==> src/rtl/accumulate_queue_ctrl.sv <==
// accumulate_queue_ctrl: sequencer for one AccumulateQueue in the matmul output path.
// It accumulates partial sums from the array into the queue for a configured number of
// passes, then drains the accumulated results over a valid/ready stream.
// Optional build macro: ACCQ_CTRL_PERF_EN adds two saturating 32-bit stall counters
// (perf_in_stall, perf_out_stall). With the macro undefined they are absent.
module accumulate_queue_ctrl #(
    parameter int A_BITS      = 32,
    parameter int FIFO_LENGTH = 8,
    parameter int PASS_BITS   = 8
) (
    input  logic                 clock,
    input  logic                 reset,
    input  logic                 cfg_start,
    input  logic [PASS_BITS-1:0] cfg_passes,
    output logic                 busy,
    output logic                 done,
    output logic                 cfg_error,
    input  logic                 in_valid,
    output logic                 in_ready,
    input  logic [A_BITS-1:0]    in_data,
    output logic                 q_stall,
    output logic [A_BITS-1:0]    q_a_in,
    input  logic [A_BITS-1:0]    q_a_out,
    output logic                 out_valid,
    input  logic                 out_ready,
`ifdef ACCQ_CTRL_PERF_EN
    output logic [31:0]          perf_in_stall,
    output logic [31:0]          perf_out_stall,
`endif
    output logic [A_BITS-1:0]    out_data
);

    localparam int SLOT_W = (FIFO_LENGTH > 1) ? $clog2(FIFO_LENGTH) : 1;
    localparam logic [SLOT_W-1:0] SLOT_LAST = SLOT_W'(FIFO_LENGTH - 1);

    typedef enum logic [1:0] {
        S_IDLE  = 2'd0,
        S_ACCUM = 2'd1,
        S_DRAIN = 2'd2,
        S_FLUSH = 2'd3
    } state_t;

    state_t               state;
    state_t               state_nxt;
    logic [SLOT_W-1:0]    slot_cnt;
    logic [PASS_BITS-1:0] pass_cnt;
    logic [PASS_BITS-1:0] passes_lat;
    logic [PASS_BITS-1:0] pass_inc;

    logic start_ok;
    logic start_bad;
    logic adv;
    logic accum_beat;
    logic drain_adv;
    logic slot_last;
    logic last_pass;
    logic flush_exit;

    // A start is only honoured in IDLE; a zero pass count is rejected there.
    assign start_ok   = (state == S_IDLE) && cfg_start && (|cfg_passes);
    assign start_bad  = (state == S_IDLE) && cfg_start && ~(|cfg_passes);
    // Output register can take a new result when empty or being emptied this cycle.
    assign adv        = ~out_valid | out_ready;
    assign accum_beat = (state == S_ACCUM) && in_valid;
    assign drain_adv  = (state == S_DRAIN) && adv;
    assign slot_last  = (slot_cnt == SLOT_LAST);
    assign pass_inc   = pass_cnt + PASS_BITS'(1);
    assign last_pass  = (pass_inc == passes_lat);
    // In FLUSH the last result sits in the output register; leave once it is taken.
    assign flush_exit = (state == S_FLUSH) && adv;

    // State register.
    always_ff @(posedge clock) begin
        if (reset) begin
            state <= S_IDLE;
        end else begin
            state <= state_nxt;
        end
    end

    // Next-state decode.
    always_comb begin
        state_nxt = state;
        case (state)
            S_IDLE:  if (start_ok) state_nxt = S_ACCUM;
            S_ACCUM: if (accum_beat && slot_last && last_pass) state_nxt = S_DRAIN;
            S_DRAIN: if (drain_adv && slot_last) state_nxt = S_FLUSH;
            S_FLUSH: if (flush_exit) state_nxt = S_IDLE;
            default: state_nxt = S_IDLE;
        endcase
    end

    // Per-state queue and input-side controls.
    always_comb begin
        busy     = 1'b1;
        in_ready = 1'b0;
        q_stall  = 1'b1;
        q_a_in   = '0;
        case (state)
            S_IDLE: begin
                busy = 1'b0;
            end
            S_ACCUM: begin
                in_ready = 1'b1;
                q_stall  = ~in_valid;
                q_a_in   = in_valid ? in_data : '0;
            end
            S_DRAIN: begin
                q_stall = ~adv;
            end
            default: begin
                q_stall = 1'b1;
            end
        endcase
    end

    // Slot and pass counters; the slot counter tracks queue position in both phases.
    always_ff @(posedge clock) begin
        if (reset) begin
            slot_cnt   <= '0;
            pass_cnt   <= '0;
            passes_lat <= '0;
        end else if (start_ok) begin
            slot_cnt   <= '0;
            pass_cnt   <= '0;
            passes_lat <= cfg_passes;
        end else if (accum_beat || drain_adv) begin
            slot_cnt <= slot_last ? '0 : slot_cnt + SLOT_W'(1);
            if (accum_beat && slot_last) begin
                pass_cnt <= pass_inc;
            end
        end
    end

    // Result register and status pulses; one cycle from queue advance to out_valid.
    always_ff @(posedge clock) begin
        if (reset) begin
            out_valid <= 1'b0;
            out_data  <= '0;
            done      <= 1'b0;
            cfg_error <= 1'b0;
        end else begin
            done      <= flush_exit;
            cfg_error <= start_bad;
            if (drain_adv) begin
                out_valid <= 1'b1;
                out_data  <= q_a_out;
            end else if (out_ready) begin
                out_valid <= 1'b0;
            end
        end
    end

`ifdef ACCQ_CTRL_PERF_EN
    function automatic logic [31:0] sat_inc(input logic [31:0] v);
        return (&v) ? v : v + 32'd1;
    endfunction

    // Stall counters, cleared on reset and on each accepted job start.
    always_ff @(posedge clock) begin
        if (reset || start_ok) begin
            perf_in_stall  <= '0;
            perf_out_stall <= '0;
        end else begin
            if ((state == S_ACCUM) && !in_valid) begin
                perf_in_stall <= sat_inc(perf_in_stall);
            end
            if (out_valid && !out_ready) begin
                perf_out_stall <= sat_inc(perf_out_stall);
            end
        end
    end
`endif

endmodule
==> config.mk <==
export PLATFORM = sky130hd
export DESIGN_NAME = accumulate_queue_ctrl
export DESIGN_NICKNAME = d
export VERILOG_FILES = /design/src/rtl/accumulate_queue_ctrl.sv
export SDC_FILE = /design/constraint.sdc
export NUM_CORES = 1
export LEC_CHECK = 0
export CAP_MARGIN = 20
export CORE_MARGIN = 2
export CORE_UTILIZATION = 39
export CTS_CLUSTER_DIAMETER = 50
export DETAILED_ROUTE_END_ITERATION = 10
export MAX_ROUTING_LAYER = met4
export PLACE_DENSITY = 0.81
export SYNTH_ARGS = -nofsm -noshare
export SYNTH_HDL_FRONTEND = slang
export SYNTH_SLANG_ARGS = --single-unit
==> constraint.sdc <==
create_clock -name clock -period 2.35 [get_ports clock]
set_clock_uncertainty 0.05 [all_clocks]
set_input_delay 0.3525 -clock clock [delete_from_list [all_inputs] [get_ports clock]]
set_output_delay 0.3525 -clock clock [all_outputs]
set_load 0.05 [all_outputs]
# Word level (Yosys, flattened, before mapping)

Cells that the tools add are included.
W data, S select, Z words.

Flip-flop bits (word level): 56
Bits of input ports: 77
Output and inout port bits: 70
Word-level logic and storage cells: 53

Eq/ne operators: 9
Add/sub/neg operators: 2
Bitwise gates (word level): 5
Multiplexer cells: 13
Reductions and logical operators: 16

Operators by type and width:

| cell                  | number |
|---|---|
| $mux W32              | 2 |
| $logic_and A1 B1 Y1   | 9 |
| $add A8 B1 Y8 const B | 1 |
| $eq A8 B8 Y1          | 1 |
| $mux W2               | 4 |
| $pmux W2 S4           | 1 |
| $reduce_or A8 Y1      | 1 |
| $eq A2 B2 Y1 const B  | 2 |
| $mux W1               | 4 |
| $ne A2 B1 Y1 const B  | 2 |
| $ne A2 B2 Y1 const B  | 2 |
| $not A1 Y1            | 4 |
| $reduce_and A4 Y1     | 1 |
| $add A3 B1 Y3 const B | 1 |
| $eq A3 B3 Y1 const B  | 1 |
| $mux W3               | 1 |
| $eq A2 B1 Y1 const B  | 1 |
| $logic_not A2 Y1      | 1 |
| $pmux W1 S2           | 1 |
| $reduce_and A2 Y1     | 1 |
| $reduce_bool A2 Y1    | 1 |
| $reduce_or A2 Y1      | 1 |
| $logic_or A1 B1 Y1    | 1 |
| $or A1 B1 Y1          | 1 |

# Depth between registers and ports, before layout

Gate-level depths: netlist of the first run.

Word-level depth: 6
Mapped depth: 9
Mapped depth without buffers: 8

# Worst setup path before layout of the first run

Ideal clock, no wire load.

Path type: flip-flop to output port
Start point: register state[1]
End point: output port q_a_in[10]
Path slack: 0.151 ns
Path buffers: 2
Arrival time: 1.796 ns
Data required time: 1.947 ns
Stages on the path, launching flop included: 6
Cell sequence: dfxtp_1 -> inv_1 -> ha_1 -> buf_4 -> clkbuf_1 -> and3_1

Longest elaborated chain between the ends: 2

Ends and longest elaborated chain:

| item                   | RTL line | text |
|---|---|---|
| start, declared        | 43       | `state_t state;` |
| start signal, assigned | 77       | `state <= state_nxt;` |
| $eq A2 B1 Y1           | 99       | `case (state)` |
| $mux W32               | 99       |  |
| end, declared          | 22       | `output logic [A_BITS-1:0] q_a_in,` |

No other way between the ends.

# Worst setup path after layout of the first run

Start point: register pass_cnt[0]
End point: register state[1]

Longest elaborated chain between the ends: 5

Ends and longest elaborated chain:

| item                        | RTL line | text |
|---|---|---|
| start, declared             | 46       | `logic [PASS_BITS-1:0] pass_cnt;` |
| start signal, assigned      | 130      | `pass_cnt <= pass_inc;` |
| $add A8 B1 Y8               | 67       | `assign pass_inc = pass_cnt + PASS_BITS'(1);` |
| $eq A8 B8 Y1                | 68       | `assign last_pass = (pass_inc == passes_lat);` |
| $logic_and A1 B1 Y1         | 86       | `S_ACCUM: if (accum_beat && slot_last && last_pass) state_nxt = S_DRAIN;` |
| $ne A2 B1 Y1 (no line)      | n/a      |  |
| $reduce_and A4 Y1 (no line) | n/a      |  |

No other way between the ends.
A chain may end at the register's enable or synchronous reset.

==> results of run 1 <==
[power groups by stage]
stage | Sequential (mW) | Clock (mW) | Combinational [mW]
floorplan | 1.58 | 0 | 1.02
global placement | 1.21 | 0 | 2.29
detailed placement | 1.22 | 0 | 2.32
CTS | 1.20 | 0.554 | 2.33
global route | 1.22 | 0.582 | 2.45
finish | 1.20 | 0.535 | 2.32
[kinds of logic after synthesis]
| kind of cell | count (synthesis) | share of synthesized area |
|---|---|---|
| simple gates | 161 | 0.2974 |
| flops | 56 | 0.4164 |
| compound gates | 51 | 0.1078 |
| buf+inv | 29 | 0.04832 |
| xor+xnor | 16 | 0.05204 |
| mux | 11 | 0.04089 |
| fa+ha+maj | 8 | 0.03718 |
[Yosys cell counts]
| cell | n |
|---|---|
| a21boi_1 | 1 |
| a21o_1 | 1 |
| a21oi_1 | 38 |
| a221oi_1 | 1 |
| a31o_2 | 1 |
| a31oi_1 | 1 |
| and2_2 | 1 |
| and3_1 | 32 |
| and4_1 | 2 |
| and4_4 | 1 |
| buf_1 | 1 |
| buf_2 | 4 |
| buf_4 | 2 |
| buf_6 | 1 |
| clkbuf_1 | 16 |
| clkbuf_2 | 1 |
| dfxtp_1 | 56 |
| ha_1 | 8 |
| inv_1 | 4 |
| mux2i_1 | 11 |
| nand2_1 | 69 |
| nand2b_1 | 6 |
| nand3_1 | 6 |
| nand3_2 | 1 |
| nand3b_1 | 1 |
| nand4_1 | 3 |
| nor2_1 | 26 |
| nor2_4 | 1 |
| nor2b_1 | 2 |
| nor3_1 | 2 |
| nor3b_1 | 3 |
| nor4_1 | 1 |
| nor4_2 | 2 |
| nor4bb_1 | 1 |
| o21ai_0 | 3 |
| o21ai_1 | 1 |
| o21ba_1 | 1 |
| o21bai_1 | 1 |
| o221ai_1 | 1 |
| o221ai_2 | 1 |
| or2_1 | 1 |
| xnor2_1 | 10 |
| xor2_1 | 6 |
[worst min path at each step]
stage / startpoint / to / cells past startpoint / slack (ns)
after detailed placement: out_data[5]$_SDFFE_PP0P_ / out_data[5]$_SDFFE_PP0P_ / 2 / 0.40
after global routing: out_data[31]$_SDFFE_PP0P_ / out_data[31]$_SDFFE_PP0P_ / 2 / 0.43
after CTS: out_data[5]$_SDFFE_PP0P_ / out_data[5]$_SDFFE_PP0P_ / 2 / 0.41
after floorplan: slot_cnt[1]$_SDFFE_PP0P_ / slot_cnt[1]$_SDFFE_PP0P_ / 2 / 0.41
final: out_data[5]$_SDFFE_PP0P_ / out_data[5]$_SDFFE_PP0P_ / 2 / 0.41
after global placement: out_data[17]$_SDFFE_PP0P_ / out_data[17]$_SDFFE_PP0P_ / 2 / 0.39
[state kept, by name, summed over array words and instances (netlist names)]
name	count
state	2
done	1
out_data	32
out_valid	1
pass_cnt	8
cfg_error	1
slot_cnt	3
passes_lat	8
[metal layers]
metal | GRT usage | routed length [um]
met2 | 0.3886 | 4042
met1 | 0.2491 | 3332
met5 | - | 0
met4 | 0.04476 | 87
met3 | 0.04076 | 421
[final cells by class]
type | instances | area, um^2 | share of cell area
flip-flops and latches | 56 | 1121 | 0.2424
repair buffers | 154 | 1859 | 0.4019
inverters | 4 | 15.01 | 0.003246
clock inverters | 2 | 13.76 | 0.002975
clock buffers | 6 | 72.57 | 0.01569
well taps | 80 | 100.1 | 0.02164
multi-input cells | 247 | 1444 | 0.3121
[placed cells by master, fill, tap and decap left out, types with 2 or more instances in the layout]
cell type	netlist	layout
nand2_1	69	69
nand3_1	6	6
ha_1	8	8
and3_1	32	32
clkdlybuf4s50_1	0	111
inv_1	4	4
nor3b_1	3	3
a21oi_1	38	38
nand2b_1	6	6
dfxtp_1	56	56
nor2_1	26	25
nor3_1	2	2
nor2b_1	2	2
buf_12	0	34
and4_1	2	2
nor4_2	2	2
buf_4	2	9
nand4_1	3	3
xor2_1	6	6
o21ai_0	3	3
clkbuf_8	0	5
mux2i_1	11	11
xnor2_1	10	10
[worst max-delay path, stage by stage, from the launching register on]
cell,delay (ns)
dfxtp_1,0.49
ha_1,0.36
nand3b_1,0.11
a221oi_1,0.27
nor2_1,0.09
a21oi_1,0.21
a31o_2,0.24
mux2i_1,0.18
[per-stage QoR]
step                hold WS (ns)  worst slack, ns  cell area (um^2)  power [mW]
CTS                       0.4103           0.2875              4626       4.081
global placement          0.3912           0.2857              4539       3.497
global route              0.4296           0.1313              4626       4.251
detailed placement        0.3957           0.1961              4539       3.540
floorplan                 0.4113           0.1514              2693       2.594
finish                    0.4072           0.2894              4626       4.050
==> impl_metrics.toml, run 1 <==
[outcome]
outcome = "finished clean"

[floorplan]
core_area_mm2 = 0.006719
die_area_mm2 = 0.007585
rows = 30
pin_count = 147
die_x_um = 87.09
die_h_um = 87.09
start_util = 0.4007

[sta]
setup_viol = 0
min_period_over_period = 0.8769
finalHoldViolCount = 0
post-route-min-period_ns = 2.061
setup_tns_ns = 0
tightest_slew_ns = 0.5481
rsz0062_at_grt = "no"
slew_headroom = 0.6335
fmax_ghz = 0.4853
slew_viol_final = 0

[clocking]
cts.clk_slew.worst_paths_ns = 0.10
clk_latency_ns = 0.31
cts-buffers-inserted = 5
post_cts_buffers = 0
h-tree-depth = 2
cts_tree = "yes"
cts_root_buffer = "clkbuf_8"
ctsResizeCount = 0
clockBufferDepth = 2
cts_hold_buf = 0
numClockSinks = 56

[power]
p_leak_nw = 1.823
swShare = 0.4444
combPwrFrac = 0.572
power_density_mw_per_mm2 = 875.5
internal-power_mw = 2.250
p_clk_frac = 0.132
p_switching_mw = 1.800
vdd_drop_max_uv = 540.1
seq_power_share = 0.296

[grt]
grt_start_max_net_pins = 33
grt-ovfl-total = 0
grt_first_pass_wirelength_um = 12720
antenna_found_initial = 0
grt_pass1_vias = 2702
grt_usage = 0.2156

[logic_synthesis]
ys_ff_latch = 56
synth_nets = 417
ys_types = 43
syn_avg_cell_area_um2 = 8.110
synthTopCellsByArea = "dfxtp_1 42%, nand2_1 9.6%, and3_1 7.4%"
syn_area_mm2 = 0.002693
synth_top_cell_by_area = "dfxtp_1"
yosys_warnings = 0
synth.top_cell.area_share = 0.4164
yosysSeqAreaShare = 0.4164
synthCells = 332

[route]
drt-pass1-iter-count = 4
drt_iter0_markers = 86
routedWlPerCell_um = 14.36
drc_errors = 0
wl_um = 7884
num_vias = 2759
viasPerCell = 5.026
ant_nets = 0

[setup_path]
worstReg2RegStart = "pass_cnt[0]$_SDFFE_PP0P_"
r2r_slack_ns = 0.29
arrival_ns = 2.26
reg2reg_depth = 7
critPathCapture = "state[1]$_SDFFE_PP0P_"
critPathMaxFanout = 8
startpoint_type = "register"
required_ns = 2.55
crit_type = "reg2reg"
cp-startpoint = "pass_cnt[0]$_SDFFE_PP0P_"
r2r-end = "state[1]$_SDFFE_PP0P_"
end_kind = "register"

[cells_and_area]
area_delta_synth_final_pct = 71.79
utilization = 0.6885
final_cells = 549
fillCellCount = 520
antenna_cells = 0
drive_gt1_frac = 0.1258
nets = 553

[placed_design]
port_buffers = 146
routabilityCongestion = 0.8278
dp_cells = 541
post-dp-hpwl_um = 6154

[flow_run]
drv_cap = 0

[min_path]
hold_path_class = "reg2reg"
Note: power is estimated with default switching activity, not from simulation.
==> run 2: changes to the inputs <==
==> constraint.sdc (replaced) <==
create_clock -name clock -period 2 [get_ports clock]
set_clock_uncertainty 0.05 [all_clocks]
set_input_delay 0.3 -clock clock [delete_from_list [all_inputs] [get_ports clock]]
set_output_delay 0.3 -clock clock [all_outputs]
set_load 0.05 [all_outputs]
==> run 2 against run 1 <==
  * Highest routed layer unchanged
  * Non-clock buffer count grew 6
  * Flip-flop and latch count did not move
  * Critical path depth shrank 2
  * Final area grew 3.4%
  * Largest power group unchanged
  * Sequential share of layout area decreased by 0.69 points
  * Combinational power increased by 24%
==> impl_metrics.toml, run 2 (synthesis gave the netlist of run 1 again) <==
[grt]
antenna_found_initial = 0
grt_start_max_net_pins = 48
grt_pass1_vias = 2749
grt_first_pass_wirelength_um = 13120
grt_usage = 0.2216
grt-ovfl-total = 0

[floorplan]
core_area_mm2 = 0.006719
pin_count = 147
start_util = 0.4007
die_h_um = 87.09
die_area_mm2 = 0.007585
rows = 30
die_x_um = 87.09

[power]
internal-power_mw = 2.884
swShare = 0.4284
p_clk_frac = 0.151
p_leak_nw = 1.886
seq_power_share = 0.280
vdd_drop_max_uv = 736.5
p_switching_mw = 2.162
power_density_mw_per_mm2 = 1055
combPwrFrac = 0.569

[flow_run]
drv_cap = 0

[placed_design]
port_buffers = 146
dp_cells = 545
post-dp-hpwl_um = 6114
routabilityCongestion = 0.9265
post_dp_cell_area_mm2 = 0.004632

[setup_path]
critPathMaxFanout = 13
worstPathCellList = "inv_1 > ha_4 > buf_4 > and3_1 > buf_12"
arrival_ns = 1.56
r2r-end = "state[0]$_SDFFE_PP0P_"
required_ns = 1.65
r2r_slack_ns = 0.12
worstReg2RegStart = "state[0]$_SDFFE_PP0P_"
slowest_stage = "dfxtp_2"
crit_type = "reg2out"
startpoint_type = "register"
cp_slowest_stage_delay_ns = 0.36
reg2reg_depth = 7
end_kind = "output pin"
cp-startpoint = "state[1]$_SDFFE_PP0P_"

[clocking]
cts_root_buffer = "clkbuf_8"
cts-buffers-inserted = 5
clockBufferDepth = 2
clk_latency_ns = 0.32
h-tree-depth = 2
numClockSinks = 56
cts_tree = "yes"
cts_hold_buf = 0
cts.clk_slew.worst_paths_ns = 0.11

[sta]
post-route-min-period_ns = 1.909
slew_viol_final = 0
setup_viol = 0
slew_headroom = 0.6426
min_period_over_period = 0.9546
tightest_slew_ns = 0.5344
fmax_ghz = 0.5238
finalHoldViolCount = 0
setup_tns_ns = 0

[cells_and_area]
biggestRegsByFlops = "out_data: 32 flops, pass_cnt: 8 flops, passes_lat: 8 flops"
postLayoutCellArea_mm2 = 0.004782
largest_reg_flops = 32
drive_gt1_frac = 0.1600
final_cells = 555
area_delta_synth_final_pct = 77.60
top_register = "out_data"
utilization = 0.7117
layout_common_cells = "111 x clkdlybuf4s50_1, 69 x nand2_1, 52 x dfxtp_1"
antenna_cells = 0
final_common_cell = "clkdlybuf4s50_1"
nets = 559

[route]
viasPerCell = 5.058
drc_errors = 0
ant_nets = 0
wl_um = 8151
drt_iter0_markers = 139
drt-pass1-iter-count = 5
num_vias = 2807
routedWlPerCell_um = 14.69

[min_path]
hold-path-endpoint = "out_data[10]$_SDFFE_PP0P_"
hold_path_class = "reg2reg"
worstHoldStart = "out_data[10]$_SDFFE_PP0P_"
hold_depth = 2

[outcome]
outcome = "finished clean"
==> run 2: cell count changes in the layout (fill, tap and decap cells not counted), moves of 2 or more <==
cell | before | now
ha_2 | 0 | 2
ha_1 | 8 | 5
buf_12 | 34 | 38
buf_4 | 9 | 11
dfxtp_1 | 56 | 52
dfxtp_2 | 0 | 4
==> run 2: worst max path at each step <==
| stage | endpoint |
|---|---|
| 4_1_cts | state[0]$_SDFFE_PP0P_ |
| 3_3_place_gp | state[0]$_SDFFE_PP0P_ |
| 3_5_place_dp | state[0]$_SDFFE_PP0P_ |
| 5_1_grt | state[0]$_SDFFE_PP0P_ |
| 2_1_floorplan | state[0]$_SDFFE_PP0P_ |
| 6_report | q_a_in[15] |
==> run 2: per-layer routing <==
metal,global-route usage,up-vias,part of all wire
met2,0.3921,108,0.52
met3,0.03697,6,0.057
met4,0.04056,0,0.0069
met1,0.2677,1294,0.42
li1,-,1399,-
met5,-,-,0
==> run 2: area by class of cell <==
class / count / area (um^2)
Clock inverter: 3 / 46.29
Timing Repair Buffer: 160 / 1954
Fill cell: 491 / 1937
Multi-Input combinational cell: 247 / 1471
Tap cell: 80 / 100.1
Inverter: 4 / 15.01
Clock buffer: 5 / 68.82
Sequential cell: 56 / 1126
==> run 2: worst max-delay path: cells and delay by family (launching register included) <==
| family | cells | cell delay [ns] |
|---|---|---|
| buffers and inverters | 3 | 0.47 |
| DFF | 1 | 0.36 |
| and+or+nand+nor | 1 | 0.22 |
| adders and majority gates | 1 | 0.19 |
==> run 2: repair_timing <==
item | CTS | global route
setup endpoints to repair | 13 | 19
pin swaps | 1 | 2
setup buffers | 2 | 0
gates resized for setup | 2 | 8
gates cloned | 0 | 0
==> run 2: stage by stage <==
step | setup WS [ns] | hold WS (ns) | power [mW]
after floorplan | 0.01280 | 0.3860 | 3.071
after global placement | -0.02198 | 0.3904 | 4.227
after detailed placement | -0.1211 | 0.3989 | 4.280
after CTS | 0.01916 | 0.4144 | 5.073
after global routing | -0.003187 | 0.4290 | 5.305
final | 0.09071 | 0.4102 | 5.046
==> run 2: power groups by stage <==
| stage | clock (mW) | combinational, mW | sequential [mW] |
|---|---|---|---|
| global route | 0.817 | 3.05 | 1.43 |
| finish | 0.760 | 2.87 | 1.41 |
| global placement | 0 | 2.80 | 1.42 |
| floorplan | 0 | 1.21 | 1.86 |
| CTS | 0.780 | 2.88 | 1.41 |
| detailed placement | 0 | 2.85 | 1.44 |
==> run 3: changes to the inputs <==
==> constraint.sdc (replaced) <==
create_clock -name clock -period 1.8 [get_ports clock]
set_clock_uncertainty 0.05 [all_clocks]
set_input_delay 0.27 -clock clock [delete_from_list [all_inputs] [get_ports clock]]
set_output_delay 0.27 -clock clock [all_outputs]
set_load 0.05 [all_outputs]
==> run 3 against run 2 <==
  * The flow now finishes with violations (negative setup slack)
  * Register-to-register slack lost 0.16 ns
  * Total power grew 15%
  * Non-clock buffer count grew 12
  * Die area is the same
  * Critical path depth is the same
  * Global-route usage grew 0.76 points
  * Final area grew 6.4%
  * Setup slack lost 0.15 ns
  * Flip-flop and latch count is the same
  * Sequential power grew 12%
==> impl_metrics.toml, run 3 (synthesis gave the netlist of run 1 again) <==
[floorplan]
core_area_mm2 = 0.006719
die_x_um = 87.09
die_h_um = 87.09
die_area_mm2 = 0.007585
start_util = 0.4007
rows = 30
pin_count = 147

[setup_path]
startpoint_type = "register"
arrival_ns = 1.54
cpLargestDelayFamily = "buffers and inverters"
critPathMaxFanout = 10
cp_slowest_stage_delay_ns = 0.38
required_ns = 1.48
r2r_slack_ns = -0.04
worstReg2RegStart = "state[0]$_SDFFE_PP0P_"
end_kind = "output pin"
worstPathCellList = "buf_6 > ha_4 > clkbuf_16 > and3_4 > buf_12"
reg2reg_depth = 8
critical_path_buf_inv_count = 3
crit_type = "reg2out"
slowest_stage = "dfxtp_2"
r2r-end = "state[0]$_SDFFE_PP0P_"

[cells_and_area]
drive_gt1_frac = 0.3080
antenna_cells = 0
area_delta_synth_final_pct = 88.89
largest_reg_flops = 32
nets = 571
biggestRegsByFlops = "out_data: 32 flops, pass_cnt: 8 flops, passes_lat: 8 flops"
utilization = 0.7570
layout_common_cells = "77 x clkdlybuf4s50_1, 69 x nand2_1, 49 x dfxtp_1"
top_register = "out_data"
final_common_cell = "clkdlybuf4s50_1"
final_cells = 567

[power]
p_leak_nw = 2.144
power_density_mw_per_mm2 = 1145
vdd_drop_max_uv = 658.1

[route]
routedWlPerCell_um = 17.00
ant_nets = 0
drt-pass1-iter-count = 4
drt_iter0_markers = 167
num_vias = 2978
wl_um = 9637
drc_errors = 0
viasPerCell = 5.252

[flow_run]
drv_cap = 0

[outcome]
violations = "negative setup slack"
outcome = "finished with violations"

[clocking]
h-tree-depth = 2
cts.clk_slew.worst_paths_ns = 0.10
clockBufferDepth = 2
clk_latency_ns = 0.31
cts_tree = "yes"
numClockSinks = 56
cts_root_buffer = "clkbuf_8"
cts-buffers-inserted = 5

[grt]
grt-ovfl-total = 0
grt_start_max_net_pins = 33
grt_pass1_vias = 2923
grt_first_pass_wirelength_um = 13590
grt_usage = 0.2293
antenna_found_initial = 0

[sta]
finalWorstSetupSlack_ns = -0.06130
setup_viol = 39
slew_viol_final = 0
min_period_over_period = 1.034
slew_headroom = 0.6468
fmax_ghz = 0.5373
whs_ns = 0.4095
rsz0062_at_grt = "yes"
finalHoldViolCount = 0
post-route-min-period_ns = 1.861
tightest_slew_ns = 0.5290

[placed_design]
routabilityCongestion = 0.8472
post-dp-hpwl_um = 6338
port_buffers = 146
dp_cells = 555

[min_path]
hold_depth = 2
hold-path-endpoint = "out_data[2]$_SDFFE_PP0P_"
worstHoldStart = "out_data[2]$_SDFFE_PP0P_"
hold_path_class = "reg2reg"
[run 3: changes by cell type in the layout (fill, tap and decap cells not counted), sizes merged]
cell           before  now
clkinvlp            0    2
inv                 5    4
buf                49   78
clkdlybuf4s50     111   77
dlygate4sd2         0    5
bufinv              1    0
dlymetal6s2s        0   11
clkbuf              5    6
[run 3: worst max-delay path by stage]
stage / start / to / slack [ns] / cells after the start
global route: cfg_passes[3] / pass_cnt[1]$_SDFFE_PP0P_ / -0.13 / 6
detailed placement: cfg_passes[3] / pass_cnt[7]$_SDFFE_PP0P_ / -0.24 / 6
CTS: state[0]$_SDFFE_PP0P_ / q_a_in[24] / -0.01 / 5
global placement: cfg_passes[3] / pass_cnt[5]$_SDFFE_PP0P_ / -0.16 / 6
floorplan: state[1]$_SDFFE_PP0P_ / state[0]$_SDFFE_PP0P_ / 0.008 / 9
finish: state[0]$_SDFFE_PP0P_ / q_a_in[13] / -0.06 / 5
[run 3: area by class of cell]
| type | instances | area [um^2] |
|---|---|---|
| Clock buffer | 5 | 68.82 |
| Clock inverter | 3 | 21.27 |
| Fill cell | 425 | 1633 |
| Inverter | 4 | 21.27 |
| Multi-Input combinational cell | 247 | 1692 |
| Sequential cell | 56 | 1130 |
| Tap cell | 80 | 100.1 |
| Timing Repair Buffer | 172 | 2053 |
[run 3: what timing repair did]
action,CTS,global route
buffers inserted,0,3
hold buffers,0,0
cloned,0,1
pin swaps,1,2
hold endpoints to repair,0,0
setup endpoints to repair,41,47
gates resized for setup,20,58
[run 3: where the power goes]
group | total (mW) | switching [mW] | internal [mW]
combinational | 3.53 | 2.00 | 1.53
sequential | 1.58 | 0.134 | 1.44
clock | 0.714 | 0.436 | 0.278
total | 5.82 | 2.57 | 3.25
[run 3: stage by stage]
stage                     instance area (um^2)   TNS, ns  total power [mW]  setup slack [ns]
after floorplan                           2714         0             3.439          0.008290
after global placement                    4654    -2.776             4.701           -0.1595
after detailed placement                  4654    -3.989             4.756           -0.2446
after CTS                                 4797  -0.07824             5.509          -0.01144
after global routing                      5086    -3.408             6.097           -0.1259
final                                     5086    -1.444             5.822          -0.06130
[run 3: tightest hold or removal path: stages, from the launching register on]
cell,delay (ns)
dfxtp_1,0.32
nand2_1,0.05
a21oi_1,0.05
[run 3: per-layer routing]
| metal | track usage | routed length (um) | vias up | part of all wire |
|---|---|---|---|---|
| li1 | - | - | 1429 | - |
| met1 | 0.2706 | 3816 | 1406 | 0.40 |
| met2 | 0.3921 | 5064 | 116 | 0.53 |
| met3 | 0.04834 | 533 | 27 | 0.055 |
| met4 | 0.06993 | 223 | 0 | 0.023 |
| met5 | - | 0 | - | 0 |
